File: src/rtl/ps2_host_tx.sv
// PS/2 host-to-device command transmitter: clock inhibit, start bit, 8 data bits
// LSB-first, odd parity, stop, device ACK, with a shared inhibit/timeout counter.
module ps2_host_tx #(
    parameter int unsigned INHIBIT_CYCLES = 5000,
    parameter int unsigned TIMEOUT_CYCLES = 750000,
    parameter int unsigned CNT_W          = 20
) (
    input  logic       clk,
    input  logic       reset_n,
    input  logic [7:0] tx_data,
    input  logic       tx_valid,
    output logic       tx_ready,
    output logic       tx_busy,
    output logic       tx_done,
    output logic       tx_error,
    input  logic       ps2_clk_in,
    input  logic       ps2_data_in,
    output logic       ps2_clk_oe,
    output logic       ps2_data_oe
);

    typedef enum logic [2:0] {
        IDLE,
        INHIBIT,
        SEND,
        ACK,
        WAIT_IDLE
    } stateT;

    localparam logic [CNT_W-1:0] INH_PRE  = CNT_W'(INHIBIT_CYCLES - 2);
    localparam logic [CNT_W-1:0] INH_LAST = CNT_W'(INHIBIT_CYCLES - 1);
    localparam logic [CNT_W-1:0] TMO_LAST = CNT_W'(TIMEOUT_CYCLES - 1);

    stateT            state;
    logic [CNT_W-1:0] cnt;
    logic [3:0]       bitCnt;
    logic [9:0]       frame;

    logic clkMeta, clkSync, clkPrev;
    logic dataMeta, dataSync;
    logic fall;
    logic timeout;

    // Synchronizers reset to the idle (high) bus level so no spurious fall follows reset.
    always_ff @(posedge clk or negedge reset_n) begin
        if (!reset_n) begin
            clkMeta  <= 1'b1;
            clkSync  <= 1'b1;
            clkPrev  <= 1'b1;
            dataMeta <= 1'b1;
            dataSync <= 1'b1;
        end else begin
            clkMeta  <= ps2_clk_in;
            clkSync  <= clkMeta;
            clkPrev  <= clkSync;
            dataMeta <= ps2_data_in;
            dataSync <= dataMeta;
        end
    end

    assign fall    = clkPrev & ~clkSync;
    assign timeout = (cnt == TMO_LAST);

    always_ff @(posedge clk or negedge reset_n) begin
        if (!reset_n) begin
            state       <= IDLE;
            cnt         <= '0;
            bitCnt      <= '0;
            frame       <= '0;
            tx_ready    <= 1'b1;
            tx_busy     <= 1'b0;
            tx_done     <= 1'b0;
            tx_error    <= 1'b0;
            ps2_clk_oe  <= 1'b0;
            ps2_data_oe <= 1'b0;
        end else begin
            tx_done  <= 1'b0;
            tx_error <= 1'b0;
            case (state)
                IDLE: begin
                    ps2_clk_oe  <= 1'b0;
                    ps2_data_oe <= 1'b0;
                    if (tx_valid && tx_ready) begin
                        frame      <= {1'b1, ~^tx_data, tx_data};
                        cnt        <= '0;
                        tx_ready   <= 1'b0;
                        tx_busy    <= 1'b1;
                        ps2_clk_oe <= 1'b1;
                        state      <= INHIBIT;
                    end
                end

                INHIBIT: begin
                    cnt <= cnt + CNT_W'(1);
                    if (cnt == INH_PRE) begin
                        ps2_data_oe <= 1'b1;
                    end
                    if (cnt == INH_LAST) begin
                        ps2_clk_oe <= 1'b0;
                        cnt        <= '0;
                        bitCnt     <= '0;
                        state      <= SEND;
                    end
                end

                SEND, ACK, WAIT_IDLE: begin
                    cnt <= cnt + CNT_W'(1);
                    // Timeout is checked first so it wins over a coinciding fall or ACK.
                    if (timeout) begin
                        ps2_clk_oe  <= 1'b0;
                        ps2_data_oe <= 1'b0;
                        tx_error    <= 1'b1;
                        tx_ready    <= 1'b1;
                        tx_busy     <= 1'b0;
                        state       <= IDLE;
                    end else begin
                        case (state)
                            SEND: begin
                                if (fall) begin
                                    ps2_data_oe <= ~frame[bitCnt];
                                    bitCnt      <= bitCnt + 4'd1;
                                    if (bitCnt == 4'd9) begin
                                        state <= ACK;
                                    end
                                end
                            end
                            ACK: begin
                                if (fall) begin
                                    ps2_data_oe <= 1'b0;
                                    if (!dataSync) begin
                                        state <= WAIT_IDLE;
                                    end else begin
                                        tx_error <= 1'b1;
                                        tx_ready <= 1'b1;
                                        tx_busy  <= 1'b0;
                                        state    <= IDLE;
                                    end
                                end
                            end
                            default: begin
                                if (clkSync && dataSync) begin
                                    tx_done  <= 1'b1;
                                    tx_ready <= 1'b1;
                                    tx_busy  <= 1'b0;
                                    state    <= IDLE;
                                end
                            end
                        endcase
                    end
                end

                default: begin
                    ps2_clk_oe  <= 1'b0;
                    ps2_data_oe <= 1'b0;
                    tx_ready    <= 1'b1;
                    tx_busy     <= 1'b0;
                    state       <= IDLE;
                end
            endcase
        end
    end

endmodule

File: config.mk
export PLATFORM = sky130hd
export DESIGN_NAME = ps2_host_tx
export DESIGN_NICKNAME = d
export VERILOG_FILES = /design/src/rtl/ps2_host_tx.sv
export SDC_FILE = /design/constraint.sdc
export NUM_CORES = 1
export LEC_CHECK = 0
export ABC_AREA = 1
export ABC_CLOCK_PERIOD_IN_PS = 4000
export BUFFER_PORTS_ARGS = -buffer_cell sky130_fd_sc_hd__buf_2
export CAP_MARGIN = 25
export CORE_MARGIN = 10
export CORE_UTILIZATION = 60
export CTS_CLUSTER_SIZE = 30
export DETAILED_ROUTE_END_ITERATION = 12
export PLACE_DENSITY = 0.79
export SYNTH_ARGS = -nofsm -noshare
export SYNTH_HDL_FRONTEND = slang
export SYNTH_SLANG_ARGS = --single-unit
export TNS_END_PERCENT = 30
File: constraint.sdc
create_clock -name clk -period 4 [get_ports clk]
set_input_delay 0.8 -clock clk [delete_from_list [all_inputs] [get_ports clk]]
set_output_delay 0.8 -clock clk [all_outputs]
set_load 0.05 [all_outputs]
# After elaboration in Yosys (flattened, before gate mapping)
# Cells that the tools add are included.
classes:
  addsub: 2
  n_reduce_logical: 15
  n_mux: 53
  magnitude_cmp: 1
  n_eq_ne: 23
  n_bitwise: 4
ops:
  columns: ["op", "count"]
  rows:
  - ["$pmux W20 S3", 1]
  - ["$eq A20 B13 Y1 const B", 2]
  - ["$mux W20", 2]
  - ["$mux W1", 27]
  - ["$mux W3", 8]
  - ["$ne A4 B4 Y1 const B", 6]
  - ["$add A20 B1 Y20 const B", 1]
  - ["$eq A20 B20 Y1 const B", 1]
  - ["$mux W4", 4]
  - ["$ne A2 B2 Y1 const B", 7]
  - ["$reduce_and A6 Y1", 2]
  - ["$pmux W1 S3", 3]
  - ["$pmux W3 S3", 1]
  - ["$pmux W1 S2", 4]
  - ["$pmux W4 S2", 1]
  - ["$reduce_xnor A8 Y1", 1]
  - ["$eq A3 B2 Y1 const B", 2]
  - ["$pmux W3 S2", 1]
  - ["$reduce_and A2 Y1", 3]
  - ["$lt A4 B5 Y1 const B", 1]
  - ["$ne A5 B5 Y1 const B", 1]
  - ["$reduce_and A5 Y1", 1]
  - ["$add A4 B1 Y4 const B", 1]
  - ["$bmux W1 S4", 1]
  - ["other kinds (13)", 16]
word_totals:
  ff_bits: 48
  inputBits: 13
  elab_cells: 113
  output_inout_bits: 6

# Depth between registers and ports, before layout
depth:
  ltp_word: 7
  mapped_depth: 12
  ltp_nobuf: 12

# Worst setup path after synthesis
# OpenSTA, ideal clock, no wires.
synth_timing:
  kind: "input to register"
  start: "input tx_valid"
  end: "register cnt[12]"
  t_required_ps: 3880
  arrival_ps: 1594
  setup_slack_ps: 2287
  path_stages: 8
  setup_time_ps: 120
  path_buffers: 0
  path_cell_list: "nand2_1 nand2_2 nand2_4 nor2_2 nand2_1 nor2_2 xor2_1 nor2_1"
synth_between:
  elab_chain_len: 3
synth_lines:
  columns: ["element", "line_no", "text"]
  rows:
  - ["start, declared", "11", "input logic tx_valid,"]
  - ["$logic_and A1 B1 Y1", "83", "if (tx_valid && tx_ready) begin"]
  - ["$ne A2 B2 Y1 (no source line)", null, null]
  - ["$reduce_and A2 Y1 (no source line)", null, null]
  - ["end signal, assigned", "94", "cnt <= cnt + CNT_W'(1);"]
  - ["end signal, assigned", "107", "cnt <= cnt + CNT_W'(1);"]
  - ["end, declared", "35", "logic [CNT_W-1:0] cnt;"]
# No other way between the ends.
# A chain may end at the register's enable or synchronous reset.

# Worst setup path in the final report
layout_timing:
  start: "register tx_ready"
  end: "output tx_ready"
layout_lines:
  columns: ["element", "line_no", "text"]
  rows:
  - ["start, declared", "12", "output logic tx_ready,"]
  - ["start signal, assigned", "70", "tx_ready <= 1'b1;"]
  - ["start signal, assigned", "86", "tx_ready <= 1'b0;"]
  - ["start signal, assigned", "113", "tx_ready <= 1'b1;"]
# No word-level cell between the ends.

==> impl_metrics.csv <==
group,metric,value,unit
final_layout,nFillCells,416,
global_routing,track_usage,17.54,%
routing,drt_pass1_iterations,4,
placement,hpwl,4.736,mm
final_layout,area_growth,9.646,%
setup_path,arrival,1.11,ns
clock_network,cts_made_buffers,5,
global_routing,grt_pass1_wl,11.14,mm
setup_path,crit_fanout,3,
global_routing,first_global_vias,2539,
pwr,leakagePower,0.001469,uW
clock_network,cts-root-buf,"clkbuf_8",
setup_path,reg2reg_slack,2.27,ns
clock_network,cts.sinks,48,
setup_path,worstSetupEndpointType,"output port",
setup_path,endpoint,"tx_ready",
routing,vias_per_cell,5.505,
clock_network,clk_pin_slew,0.09,ns
sta,relSlewSlack,63.17,%
status,status,"complete, no violations",
final_layout,multi_input_area,0.001463,mm2
setup_path,worstReg2RegEnd,"state[0]$_DFFE_PN0P_",
final_layout,layout_common_cells,"101 x nand2_1, 46 x nor2_1, 42 x dfrtp_1",
yosys,synth_cell_type_count,34,
floorplanning,die_y,89.12,um
setup_path,required,3.20,ns
global_routing,grt_overflow,0,
final_layout,fin_area,0.003143,mm2
sta,fin_ws,2.093,ns
floorplanning,die_area,0.007942,mm2
yosys,avgSynthCellArea,7.524,um2
clock_network,cts_tree,"done",
clock_network,htreeDepth,2,
floorplanning,initial_core_util,61.09,%
setup_path,worstSetupPathType,"flip-flop to output port",
clock_network,cts.repair.resized,0,
final_layout,seqCellArea,0.001209,mm2
setup_path,worst-path-stages,1,
job,maxCapViolCount,0,
sta,min_period_over_period,47.67,%
placement,post-place-ws,2.106,ns
setup_path,timing.rr.start,"cnt[1]$_DFFE_PN0P_",
floorplanning,core,0.004692,mm2
setup_path,slowest_stage,"dfstp_2",
pwr,peakVddDrop,0.3673,mV
routing,drtIter0Drc,210,
sta,holdWs,0.3550,ns
placement,portBuffers,18,
sta,clock-skew-final,0.006978,ns
floorplanning,pin_count,19,
setup_path,r2r_cells,10,
placement,post_dp_cell_area,0.003007,mm2
sta,hold_viol,0,
final_layout,diodes,0,
setup_path,worst-path-buf-inv,1,
pwr,power_density,603.0,mW/mm2
yosys,synth-seq-area-share,42.16,%
floorplanning,dieWidth,89.12,um
sta,setup_violations,0,
yosys,syn_inst,381,
setup_path,cp_cell_sequence,"buf_2",
setup_path,crit_start,"tx_ready$_DFFE_PN1P_",
sta,tightest_slew,0.5473,ns
routing,drc,0,
yosys,synth_area,0.002866,mm2
final_layout,final_common_cell,"nand2_1",
routing,wl_per_cell,13.64,um
routing,antenna_left,0,
yosys,synth_seq_cells,48,
global_routing,antenna_found_initial,0,
clock_network,clock_latency,0.30,ns
setup_path,start_kind,"flip-flop",
min_path,hold_path_class,"input pin to async pin",
placement,gp_congestion,0.8781,
clock_network,hold_buffers,0,
final_layout,drive_above_1_share,19.01,%
floorplanning,rows,25,
global_routing,grt_start_max_net_pins,49,
yosys,syn_nets,398,
sta,rsz0062_at_grt,"no",
sta,max_freq,0.5245,GHz
setup_path,crit_family,"flip-flops",
clock_network,cts_setup_buffers,0,
sta,finalWorstPathRequiredPeriod,1.907,ns
sta,tns,0,ns
sta,slew_viol_final,0,
setup_path,slowest_delay,0.55,ns
routing,drt-total-wl,6.259,mm
clock_network,clk_path_buf_depth,2,
final_layout,post-route-util,66.99,%
final_layout,final_nets,421,
yosys,ys_warn_count,0,
routing,via_count,2527,
-- cells by family after synthesis --
family                     count (synthesis)  synth area share, %
and+or+nand+nor                          225                37.58
buffers and inverters                     49                6.809
DFF                                       48                42.17
AOI/OAI and AO/OA                         44                8.338
xor gates and xnor gates                  11                3.361
adders and majority gates                  4                1.746
-- routing by layer --
metal	wire length, um	up-vias	global-route usage, %	share of wire [%]
met1	2858	1173	22.83	46
met3	416	9	3.282	6.6
met4	115	0	6.358	1.8
met5	0	-	0	0
li1	-	1271	-	-
met2	2870	74	28.32	46
-- flip-flops by register name (all words and copies together) (netlist names) --
register,flops
tx_busy,1
state,3
dataMeta,1
dataSync,1
cnt,20
tx_error,1
bitCnt,4
clkPrev,1
tx_ready,1
clkSync,1
clkMeta,1
tx_done,1
ps2_clk_oe,1
frame,10
ps2_data_oe,1
-- report_power, final --
| group | total, uW | leakage (uW) | switching, uW | internal (uW) |
|---|---|---|---|---|
| logic | 841 | 0.000792 | 587 | 254 |
| registers | 697 | 0.000619 | 95.9 | 601 |
| clock network | 357 | 0.0000583 | 169 | 188 |
| total | 1900 | 0.00147 | 852 | 1040 |
-- how the worst min path moves through the flow --
stage / start / slack (ns) / end
6_report: reset_n / 0.36 / cnt[4]$_DFFE_PN0P_
5_1_grt: clkMeta$_DFF_PN1_ / 0.36 / clkSync$_DFF_PN1_
4_1_cts: clkMeta$_DFF_PN1_ / 0.36 / clkSync$_DFF_PN1_
3_5_place_dp: dataMeta$_DFF_PN1_ / 0.35 / dataSync$_DFF_PN1_
3_3_place_gp: clkMeta$_DFF_PN1_ / 0.35 / clkSync$_DFF_PN1_
2_1_floorplan: clkMeta$_DFF_PN1_ / 0.35 / clkSync$_DFF_PN1_
-- synth_stat cells (all sizes together) --
master / n / share of area, %
a211oi: 1 / 0.26
a21boi: 1 / 0.26
a21oi: 10 / 1.7
a31oi: 1 / 0.22
buf: 3 / 0.61
clkinv: 1 / 0.13
dfrtp: 42 / 37
dfstp: 6 / 5.5
ha: 4 / 1.7
inv: 45 / 6.1
nand2: 112 / 16
nand3: 29 / 5.9
nand3b: 2 / 0.52
nand4: 10 / 2.2
nor2: 57 / 9.5
nor3: 11 / 2.3
nor4: 1 / 0.22
o211ai: 3 / 0.79
o21ai: 27 / 4.8
o22ai: 1 / 0.22
or2: 3 / 0.65
xnor2: 7 / 2.1
xor2: 4 / 1.2
-- final cells by class --
| class | instances | area share, % |
|---|---|---|
| multi-input combinational | 284 | 46.54 |
| sequential | 48 | 38.46 |
| timing repair buffer | 19 | 3.503 |
| inverter | 46 | 5.653 |
| clock inverter | 3 | 1.513 |
| tap | 54 | 2.150 |
| clock buffer | 5 | 2.189 |
-- through the flow --
step | cells | power (uW)
final | 459 | 1895
after global routing | 459 | 2069
after CTS | 458 | 1906
after detailed placement | 450 | 1542
after global placement | 450 | 1517
after floorplan | 381 | 1348
(Power assumes the default switching activity.)
